File: config.mk
export PLATFORM = sky130hd
export DESIGN_NAME = i2s_transmitter_flat
export DESIGN_NICKNAME = d
export VERILOG_FILES = /design/src/rtl/audipus_audio_pkg.sv /design/src/rtl/i2s_transmitter_if.sv /design/src/rtl/i2s_transmitter_clk_gen.sv /design/src/rtl/i2s_transmitter.sv /design/src/flat_wrapper.sv
export SDC_FILE = /design/constraint.sdc
export NUM_CORES = 1
export LEC_CHECK = 0
export ABC_AREA = 1
export BUFFER_PORTS_ARGS = -buffer_cell sky130_fd_sc_hd__buf_2
export CAP_MARGIN = 20
export CORE_MARGIN = 8
export CORE_UTILIZATION = 57
export DETAILED_ROUTE_END_ITERATION = 8
export GPL_ROUTABILITY_DRIVEN = 1
export PLACE_DENSITY = 0.79
export SLEW_MARGIN = 20
export SYNTH_ARGS = -nofsm -noshare
export SYNTH_HDL_FRONTEND = slang
export SYNTH_SLANG_ARGS = --single-unit
File: constraint.sdc
create_clock -name clk -period 2.25 [get_ports clk]
set_input_delay 0.45 -clock clk [delete_from_list [all_inputs] [get_ports clk]]
set_output_delay 0.45 -clock clk [all_outputs]
set_load 0.005 [all_outputs]
File: src/rtl/audipus_audio_pkg.sv
// Shared audio-path constants and sample types.
//   SAMPLE_W / SLOT_W / BITS_PER_FRAME : I2S frame geometry (24-bit data, 32-bit slots, 64 bclk)
//   BCLK_DIV_*                         : clk cycles per bclk half-period at 49.152 MHz mclk
package audipus_audio_pkg;

  localparam int unsigned SAMPLE_W       = 24;
  localparam int unsigned SLOT_W         = 32;
  localparam int unsigned BITS_PER_FRAME = 64;
  localparam int unsigned BIT_CNT_W      = $clog2(BITS_PER_FRAME);

  localparam int unsigned BCLK_DIV_48K  = 8;
  localparam int unsigned BCLK_DIV_96K  = 4;
  localparam int unsigned BCLK_DIV_192K = 2;

  typedef logic [SAMPLE_W-1:0] sample_t;

  // One left/right sample pair as held or transmitted together.
  typedef struct packed {
    sample_t left;
    sample_t right;
  } sample_pair_t;

endpackage

File: src/rtl/i2s_transmitter_if.sv
// Sample-side strobes and I2S-side outputs of the transmitter.
//   master : sample source / observer (drives strobes, data, mute)
//   slave  : i2s_transmitter (drives the I2S lines and status pulses)
interface i2s_transmitter_if;
  import audipus_audio_pkg::*;

  logic    l_valid;
  logic    r_valid;
  sample_t l_data;
  sample_t r_data;
  logic    mute;

  logic    i2s_bclk;
  logic    i2s_lrclk;
  logic    i2s_sdata;
  logic    frame_strobe;
  logic    underrun;
  logic    overrun;

  modport master (
    output l_valid, r_valid, l_data, r_data, mute,
    input  i2s_bclk, i2s_lrclk, i2s_sdata, frame_strobe, underrun, overrun
  );

  modport slave (
    input  l_valid, r_valid, l_data, r_data, mute,
    output i2s_bclk, i2s_lrclk, i2s_sdata, frame_strobe, underrun, overrun
  );

endinterface

File: src/rtl/i2s_transmitter_clk_gen.sv
// Bit-clock generator: divides clk into bclk and counts bclk falling edges per frame.
//   clk, reset   : master clock, synchronous active-high reset
//   bclk         : registered bit clock
//   bit_cnt      : registered bclk position within the 64-bit frame
//   fall_tick_c  : this cycle's edge drives bclk 1->0 (bit_cnt advances)
//   frame_tick_c : fall_tick_c with bit_cnt wrapping 63->0
module i2s_clk_gen
  import audipus_audio_pkg::*;
#(
  parameter int unsigned BCLK_DIV = BCLK_DIV_48K
) (
  input  logic                 clk,
  input  logic                 reset,
  output logic                 bclk,
  output logic [BIT_CNT_W-1:0] bit_cnt,
  output logic                 fall_tick_c,
  output logic                 frame_tick_c
);

  localparam int unsigned DIV_W = (BCLK_DIV > 1) ? $clog2(BCLK_DIV) : 1;

  logic [DIV_W-1:0] div_cnt;
  logic             div_wrap_c;

  // Toggle decode for the current cycle.
  always_comb begin
    div_wrap_c   = (div_cnt == DIV_W'(BCLK_DIV - 1));
    fall_tick_c  = div_wrap_c && bclk;
    frame_tick_c = fall_tick_c && (bit_cnt == BIT_CNT_W'(BITS_PER_FRAME - 1));
  end

  // Divider, bclk and frame bit counter.
  always_ff @(posedge clk) begin
    if (reset) begin
      div_cnt <= '0;
      bclk    <= 1'b0;
      bit_cnt <= '0;
    end else begin
      if (div_wrap_c) begin
        div_cnt <= '0;
        bclk    <= ~bclk;
      end else begin
        div_cnt <= div_cnt + DIV_W'(1);
      end
      if (fall_tick_c) begin
        bit_cnt <= bit_cnt + BIT_CNT_W'(1);
      end
    end
  end

endmodule

File: src/rtl/i2s_transmitter.sv
// Philips I2S transmitter: buffers one L/R sample pair and serializes it MSB-first
// with a one-bclk delay in 32-bit slots, 64 bclk per frame.
//   clk, reset : master clock, synchronous active-high reset
//   bus.slave  : l/r_valid, l/r_data, mute in; i2s_bclk, i2s_lrclk, i2s_sdata,
//                frame_strobe, underrun, overrun out (all registered)
module i2s_transmitter
  import audipus_audio_pkg::*;
#(
  parameter int unsigned BCLK_DIV  = BCLK_DIV_48K,
  parameter int unsigned DATA_BITS = SAMPLE_W,
  parameter int unsigned SLOT_BITS = SLOT_W
) (
  input  logic             clk,
  input  logic             reset,
  i2s_transmitter_if.slave bus
);

  localparam int unsigned POS_W = $clog2(SLOT_BITS);

  logic                 bclk;
  logic [BIT_CNT_W-1:0] bit_cnt;
  logic                 fall_tick_c;
  logic                 frame_tick_c;

  sample_pair_t hold;
  sample_pair_t active;
  logic         l_fresh;
  logic         r_fresh;

  logic lrclk_q;
  logic sdata_q;
  logic frame_strobe_q;
  logic underrun_q;
  logic overrun_q;

  logic [BIT_CNT_W-1:0] bit_cnt_next_c;
  logic [POS_W-1:0]     slot_pos_c;
  logic [POS_W-1:0]     bit_idx_c;
  sample_t              slot_word_c;
  logic                 sdata_next_c;
  logic                 overrun_c;

  i2s_clk_gen #(
    .BCLK_DIV (BCLK_DIV)
  ) u_clk_gen (
    .clk          (clk),
    .reset        (reset),
    .bclk         (bclk),
    .bit_cnt      (bit_cnt),
    .fall_tick_c  (fall_tick_c),
    .frame_tick_c (frame_tick_c)
  );

  // Serial bit for the slot position bit_cnt is about to enter; MSB lands one bclk into the slot.
  always_comb begin
    bit_cnt_next_c = bit_cnt + BIT_CNT_W'(1);
    slot_pos_c     = bit_cnt_next_c[POS_W-1:0];
    slot_word_c    = bit_cnt_next_c[POS_W] ? active.right : active.left;
    bit_idx_c      = POS_W'(DATA_BITS) - slot_pos_c;
    sdata_next_c   = 1'b0;
    if ((slot_pos_c != '0) && (slot_pos_c <= POS_W'(DATA_BITS))) begin
      sdata_next_c = slot_word_c[bit_idx_c];
    end
    // A strobe on the frame-start cycle refills a just-consumed slot, so it is not an overrun.
    overrun_c = ((bus.l_valid && l_fresh) || (bus.r_valid && r_fresh)) && !frame_tick_c;
  end

  // Capture, frame-start transfer and serializer output registers.
  always_ff @(posedge clk) begin
    if (reset) begin
      hold           <= '0;
      active         <= '0;
      l_fresh        <= 1'b0;
      r_fresh        <= 1'b0;
      lrclk_q        <= 1'b0;
      sdata_q        <= 1'b0;
      frame_strobe_q <= 1'b0;
      underrun_q     <= 1'b0;
      overrun_q      <= 1'b0;
    end else begin
      frame_strobe_q <= frame_tick_c;
      underrun_q     <= frame_tick_c && !(l_fresh && r_fresh);
      overrun_q      <= overrun_c;

      if (fall_tick_c) begin
        lrclk_q <= bit_cnt_next_c[POS_W];
        sdata_q <= sdata_next_c;
      end

      // Both channels move together so L/R can never slip by a slot.
      if (frame_tick_c) begin
        active <= bus.mute ? '0 : hold;
      end

      if (bus.l_valid) begin
        hold.left <= bus.l_data;
        l_fresh   <= 1'b1;
      end else if (frame_tick_c) begin
        l_fresh   <= 1'b0;
      end

      if (bus.r_valid) begin
        hold.right <= bus.r_data;
        r_fresh    <= 1'b1;
      end else if (frame_tick_c) begin
        r_fresh    <= 1'b0;
      end
    end
  end

  assign bus.i2s_bclk     = bclk;
  assign bus.i2s_lrclk    = lrclk_q;
  assign bus.i2s_sdata    = sdata_q;
  assign bus.frame_strobe = frame_strobe_q;
  assign bus.underrun     = underrun_q;
  assign bus.overrun      = overrun_q;

endmodule

File: src/flat_wrapper.sv
// flat-port wrapper written by rule: the top's interface ports become plain ports
module i2s_transmitter_flat import audipus_audio_pkg::*;
#(
  parameter int unsigned BCLK_DIV  = BCLK_DIV_48K,
  parameter int unsigned DATA_BITS = SAMPLE_W,
  parameter int unsigned SLOT_BITS = SLOT_W
)
  (clk, reset, bus_l_valid, bus_r_valid, bus_l_data, bus_r_data, bus_mute, bus_i2s_bclk, bus_i2s_lrclk, bus_i2s_sdata, bus_frame_strobe, bus_underrun, bus_overrun);
  i2s_transmitter_if bus_i ();
  input  logic clk;
  input  logic reset;
  input wire logic [$bits(bus_i.l_valid)-1:0] bus_l_valid;
  input wire logic [$bits(bus_i.r_valid)-1:0] bus_r_valid;
  input wire logic [$bits(bus_i.l_data)-1:0] bus_l_data;
  input wire logic [$bits(bus_i.r_data)-1:0] bus_r_data;
  input wire logic [$bits(bus_i.mute)-1:0] bus_mute;
  output wire logic [$bits(bus_i.i2s_bclk)-1:0] bus_i2s_bclk;
  output wire logic [$bits(bus_i.i2s_lrclk)-1:0] bus_i2s_lrclk;
  output wire logic [$bits(bus_i.i2s_sdata)-1:0] bus_i2s_sdata;
  output wire logic [$bits(bus_i.frame_strobe)-1:0] bus_frame_strobe;
  output wire logic [$bits(bus_i.underrun)-1:0] bus_underrun;
  output wire logic [$bits(bus_i.overrun)-1:0] bus_overrun;
  assign bus_i.l_valid = bus_l_valid;
  assign bus_i.r_valid = bus_r_valid;
  assign bus_i.l_data = bus_l_data;
  assign bus_i.r_data = bus_r_data;
  assign bus_i.mute = bus_mute;
  assign bus_i2s_bclk = bus_i.i2s_bclk;
  assign bus_i2s_lrclk = bus_i.i2s_lrclk;
  assign bus_i2s_sdata = bus_i.i2s_sdata;
  assign bus_frame_strobe = bus_i.frame_strobe;
  assign bus_underrun = bus_i.underrun;
  assign bus_overrun = bus_i.overrun;
  i2s_transmitter #(.BCLK_DIV(BCLK_DIV), .DATA_BITS(DATA_BITS), .SLOT_BITS(SLOT_BITS)) u_core (.clk(clk), .reset(reset), .bus(bus_i));
endmodule
==> flow_results.xml <==
<?xml version="1.0" encoding="UTF-8"?>
<metrics>
  <group name="run_status">
    <metric name="outcome" unit="">complete, no violations</metric>
  </group>
  <group name="worst_setup_path">
    <metric name="cp-endpoint" unit="">u_core.bus.i2s_sdata</metric>
    <metric name="crit_path_cell_trace" unit="">nand3_2, o21ai_1, nand2_2, nand2_1, nand3_1, nand2_1, clkinv_1, nand2_1, nand2_1, nand3_1, nand2_1, nand3_1, nand2_1</metric>
    <metric name="slowest_stage" unit="">sky130_fd_sc_hd__dfxtp_1</metric>
    <metric name="r2r_start" unit="">u_core.u_clk_gen.bit_cnt[2]</metric>
    <metric name="rrSetupSlack" unit="ns">0.22</metric>
    <metric name="crit_path_end_kind" unit="">register</metric>
    <metric name="largest_driver_fanout_on_the_critical_path" unit="">10</metric>
    <metric name="crit_path_start" unit="">u_core.u_clk_gen.bit_cnt[2]</metric>
    <metric name="critical_path.max_stage_delay" unit="ns">0.53</metric>
    <metric name="timing.critical_path.from_type" unit="">register</metric>
    <metric name="critical_path.reg2reg.endpoint" unit="">u_core.bus.i2s_sdata</metric>
    <metric name="worstPathRequired" unit="ns">2.52</metric>
    <metric name="rr_worst_depth" unit="">13</metric>
    <metric name="cp_common_cell" unit="">sky130_fd_sc_hd__nand2_1</metric>
    <metric name="critical_path_arrival" unit="ns">2.30</metric>
    <metric name="criticalPathCategory" unit="">register to register</metric>
  </group>
  <group name="detailed_routing">
    <metric name="via_count" unit="">4170</metric>
    <metric name="drt_first_iter_violations" unit="">167</metric>
    <metric name="number_of_iterations_in_the_first_detailed_routing_pass" unit="">5</metric>
    <metric name="finalWirelength" unit="um">10900</metric>
    <metric name="drtAntennaViolNets" unit="">0</metric>
    <metric name="drc" unit="">0</metric>
    <metric name="average_wire_per_cell_in_the_routed_design" unit="um">14.0</metric>
    <metric name="route.detailed.vias_per_inst" unit="">5.37</metric>
  </group>
  <group name="layout">
    <metric name="nNetsFinal" unit="">725</metric>
    <metric name="regArea" unit="sq um">2240</metric>
    <metric name="post_route_cells_drive_above_1_share" unit="%">14.1</metric>
    <metric name="final_cell_count_no_fill" unit="">776</metric>
    <metric name="fill_cell_instance_count_of_the_final_layout" unit="">716</metric>
    <metric name="n_antenna_cell" unit="">0</metric>
    <metric name="area.growth.synth_to_final" unit="%">11.8</metric>
    <metric name="layout.core_utilization" unit="%">66.0</metric>
    <metric name="multiInputGateArea" unit="sq um">2030</metric>
  </group>
  <group name="clock_tree">
    <metric name="cts.hold.buffers_added" unit="">0</metric>
    <metric name="ctsRootBufferMaster" unit="">sky130_fd_sc_hd__clkbuf_8</metric>
    <metric name="cts_buffers" unit="">9</metric>
    <metric name="clockBufferDepth" unit="">2</metric>
    <metric name="worst_skew_pair.late_latency" unit="ns">0.38</metric>
    <metric name="clk_pin_slew_worst_setup_hold_paths" unit="ns">0.12</metric>
    <metric name="htree_levels" unit="">3</metric>
    <metric name="tritoncts_clock_tree" unit="">done</metric>
    <metric name="clkSinkCount" unit="">112</metric>
    <metric name="number_of_instances_resized_during_post_cts_repair" unit="">0</metric>
    <metric name="cts_setup_buffers" unit="">0</metric>
  </group>
  <group name="power">
    <metric name="vdd_ir_drop_max" unit="mV">0.561</metric>
    <metric name="leakagePower" unit="nW">2.33</metric>
    <metric name="power_per_cell_area" unit="nW/um^2">718</metric>
    <metric name="final_total_power" unit="mW">3.68</metric>
  </group>
  <group name="die">
    <metric name="height_of_the_die" unit="um">106</metric>
    <metric name="core_region_area" unit="sq um">7770</metric>
    <metric name="floorplan.initialDensity" unit="%">59.0</metric>
    <metric name="floorplan.die.width" unit="um">106</metric>
    <metric name="dieArea" unit="sq um">11200</metric>
    <metric name="row_count" unit="">32</metric>
    <metric name="io_pins" unit="">59</metric>
  </group>
  <group name="placed_design">
    <metric name="place.detailed.instances" unit="">760</metric>
    <metric name="routabilityCongestion" unit="">0.936</metric>
    <metric name="hpwl" unit="um">7980</metric>
    <metric name="io_buffer_count" unit="">58</metric>
  </group>
  <group name="grt">
    <metric name="gr-usage-all-layers" unit="%">20.2</metric>
    <metric name="grt_max_degree" unit="">49</metric>
    <metric name="antenna_found_initial" unit="">0</metric>
    <metric name="first_pass_grt_wire_length" unit="um">18800</metric>
    <metric name="globalRoute.totalOverflow" unit="">0</metric>
    <metric name="first_global_vias" unit="">4047</metric>
  </group>
  <group name="sta">
    <metric name="final_setup_violation_count" unit="">0</metric>
    <metric name="hold_viol_final" unit="">0</metric>
    <metric name="clock-skew-final" unit="ns">0.0184</metric>
    <metric name="final-max-slew-violation-count" unit="">0</metric>
    <metric name="final.hold.worst_slack" unit="ns">0.281</metric>
    <metric name="tns" unit="ns">0</metric>
    <metric name="fmaxAchievable" unit="MHz">493</metric>
    <metric name="layout_worst_path_cycle_share" unit="%">90.2</metric>
    <metric name="rsz_0062_raised_after_global_routing" unit="">false</metric>
    <metric name="final_period_minus_worst_setup_slack" unit="ns">2.03</metric>
    <metric name="worst_slew_pin_slew" unit="ns">0.483</metric>
    <metric name="maxSlewHeadroom" unit="%">67.8</metric>
  </group>
  <group name="logic_synthesis">
    <metric name="ys_ff_latch" unit="">112</metric>
    <metric name="post_synth_num_cell_types" unit="">28</metric>
    <metric name="post_synth_inst_count" unit="">629</metric>
    <metric name="synth.net_count" unit="">685</metric>
    <metric name="fraction_of_the_yosys_area_taken_by_sequential_cells" unit="%">48.9</metric>
    <metric name="syn_area_per_cell" unit="sq um">7.29</metric>
    <metric name="yosys_warnings" unit="">0</metric>
    <metric name="syn-cell-area" unit="sq um">4580</metric>
  </group>
  <group name="worst_hold_path">
    <metric name="min-delay-path-class" unit="">input port to register</metric>
    <metric name="holdPathStages" unit="">3</metric>
  </group>
  <group name="run">
    <metric name="drv_cap" unit="">0</metric>
  </group>
</metrics>
[kinds of logic (layout without fill, tap and decap cells)]
logic type / count (synthesis) / after routing / share of synthesized area, %
AOI/OAI and AO/OA: 92 / 92 / 10.7
xor gates and xnor gates: 2 / 2 / 0.382
and+or+nand+nor: 344 / 344 / 32.3
buffers and inverters: 76 / 121 / 6.88
adders and majority gates: 3 / 3 / 0.819
DFF: 112 / 112 / 48.9
[worst min path at each step]
stage	from	to	slack [ns]
after floorplan	u_core.u_clk_gen.div_cnt[0]	u_core.u_clk_gen.div_cnt[0]	0.40
after global placement	u_core.u_clk_gen.div_cnt[0]	u_core.u_clk_gen.div_cnt[0]	0.41
after detailed placement	u_core.u_clk_gen.div_cnt[0]	u_core.u_clk_gen.div_cnt[0]	0.43
after CTS	bus_r_data[21]	u_core.hold[21]	0.27
after global routing	bus_l_data[8]	u_core.hold[32]	0.28
final	bus_r_data[10]	u_core.hold[10]	0.28
[critical path: cells and delay by family (launching register included)]
family	cells	cell delay, ns
buffers and inverters	1	0.06
AOI/OAI and AO/OA	1	0.30
DFF	1	0.53
and+or+nand+nor	11	1.04
[cells in the mapped netlist, drive strengths merged]
cell / count / area [sq um]
or2: 1 / 6.26
o21a: 2 / 15.0
o21ai: 73 / 365
nand3: 119 / 613
a211oi: 3 / 22.5
nor3: 1 / 5.00
nand2: 108 / 415
clkbuf: 24 / 90.1
dfxtp: 112 / 2240
o22ai: 4 / 25.0
ha: 3 / 37.5
o21bai: 1 / 18.8
a21oi: 9 / 45.0
xor2: 2 / 17.5
clkinv: 1 / 3.75
nor2: 115 / 439
buf: 14 / 82.6
inv: 37 / 139
[cell usage in the layout, fill, tap and decap left out, types with 2 or more instances in the layout]
cell,n
sky130_fd_sc_hd__nand3_1,117
sky130_fd_sc_hd__nor2_1,113
sky130_fd_sc_hd__dfxtp_1,111
sky130_fd_sc_hd__nand2_1,106
sky130_fd_sc_hd__o21ai_0,60
sky130_fd_sc_hd__buf_2,58
sky130_fd_sc_hd__inv_1,33
sky130_fd_sc_hd__o21ai_1,13
sky130_fd_sc_hd__a21oi_1,9
sky130_fd_sc_hd__clkbuf_8,9
sky130_fd_sc_hd__buf_4,8
sky130_fd_sc_hd__inv_2,4
sky130_fd_sc_hd__o22ai_1,4
sky130_fd_sc_hd__a211oi_1,3
sky130_fd_sc_hd__ha_1,3
sky130_fd_sc_hd__xor2_1,2
sky130_fd_sc_hd__o21a_1,2
sky130_fd_sc_hd__inv_8,2
[stage by stage]
step | instance area (sq um) | setup WS (ns)
6_report | 5120 | 0.221
5_1_grt | 5120 | 0.0276
4_1_cts | 5120 | 0.197
3_5_place_dp | 4910 | 0.235
3_3_place_gp | 4910 | 0.238
2_1_floorplan | 4580 | 0.639
[where the power goes]
| part | internal, mW | switching [mW] | leakage, nW |
|---|---|---|---|
| clock network | 0.545 | 0.715 | 0.104 |
| logic | 0.128 | 0.199 | 1.31 |
| registers | 2.05 | 0.0388 | 0.917 |
| total | 2.73 | 0.953 | 2.33 |
[layer usage]
metal | wire length, um | up-vias | part of all wire (%) | global-route usage, %
li1 | - | 2132 | - | -
met1 | 5000 | 1911 | 46 | 25.6
met2 | 5140 | 109 | 47 | 33.4
met3 | 566 | 18 | 5.2 | 4.02
met4 | 168 | 0 | 1.5 | 6.63
met5 | 0 | - | 0 | 0
[state kept, by name (all words and copies together), names as in the netlist]
register,count
u_core.hold,48
u_core.u_clk_gen.div_cnt,3
u_core.bus.underrun,1
u_core.u_clk_gen.bclk,1
u_core.u_clk_gen.bit_cnt,6
u_core.r_fresh,1
u_core.l_fresh,1
u_core.bus.overrun,1
u_core.active,48
u_core.bus.i2s_sdata,1
u_core.bus.frame_strobe,1
[area by class of cell]
| type | instances | share of cell area [%] |
|---|---|---|
| clock buffer | 10 | 2.49 |
| timing repair buffer | 67 | 7.23 |
| multi-input combinational | 441 | 39.6 |
| clock inverter | 6 | 1.66 |
| tap | 102 | 2.49 |
| inverter | 38 | 2.78 |
| sequential | 112 | 43.8 |
Note: power is estimated with default switching activity, not from simulation.
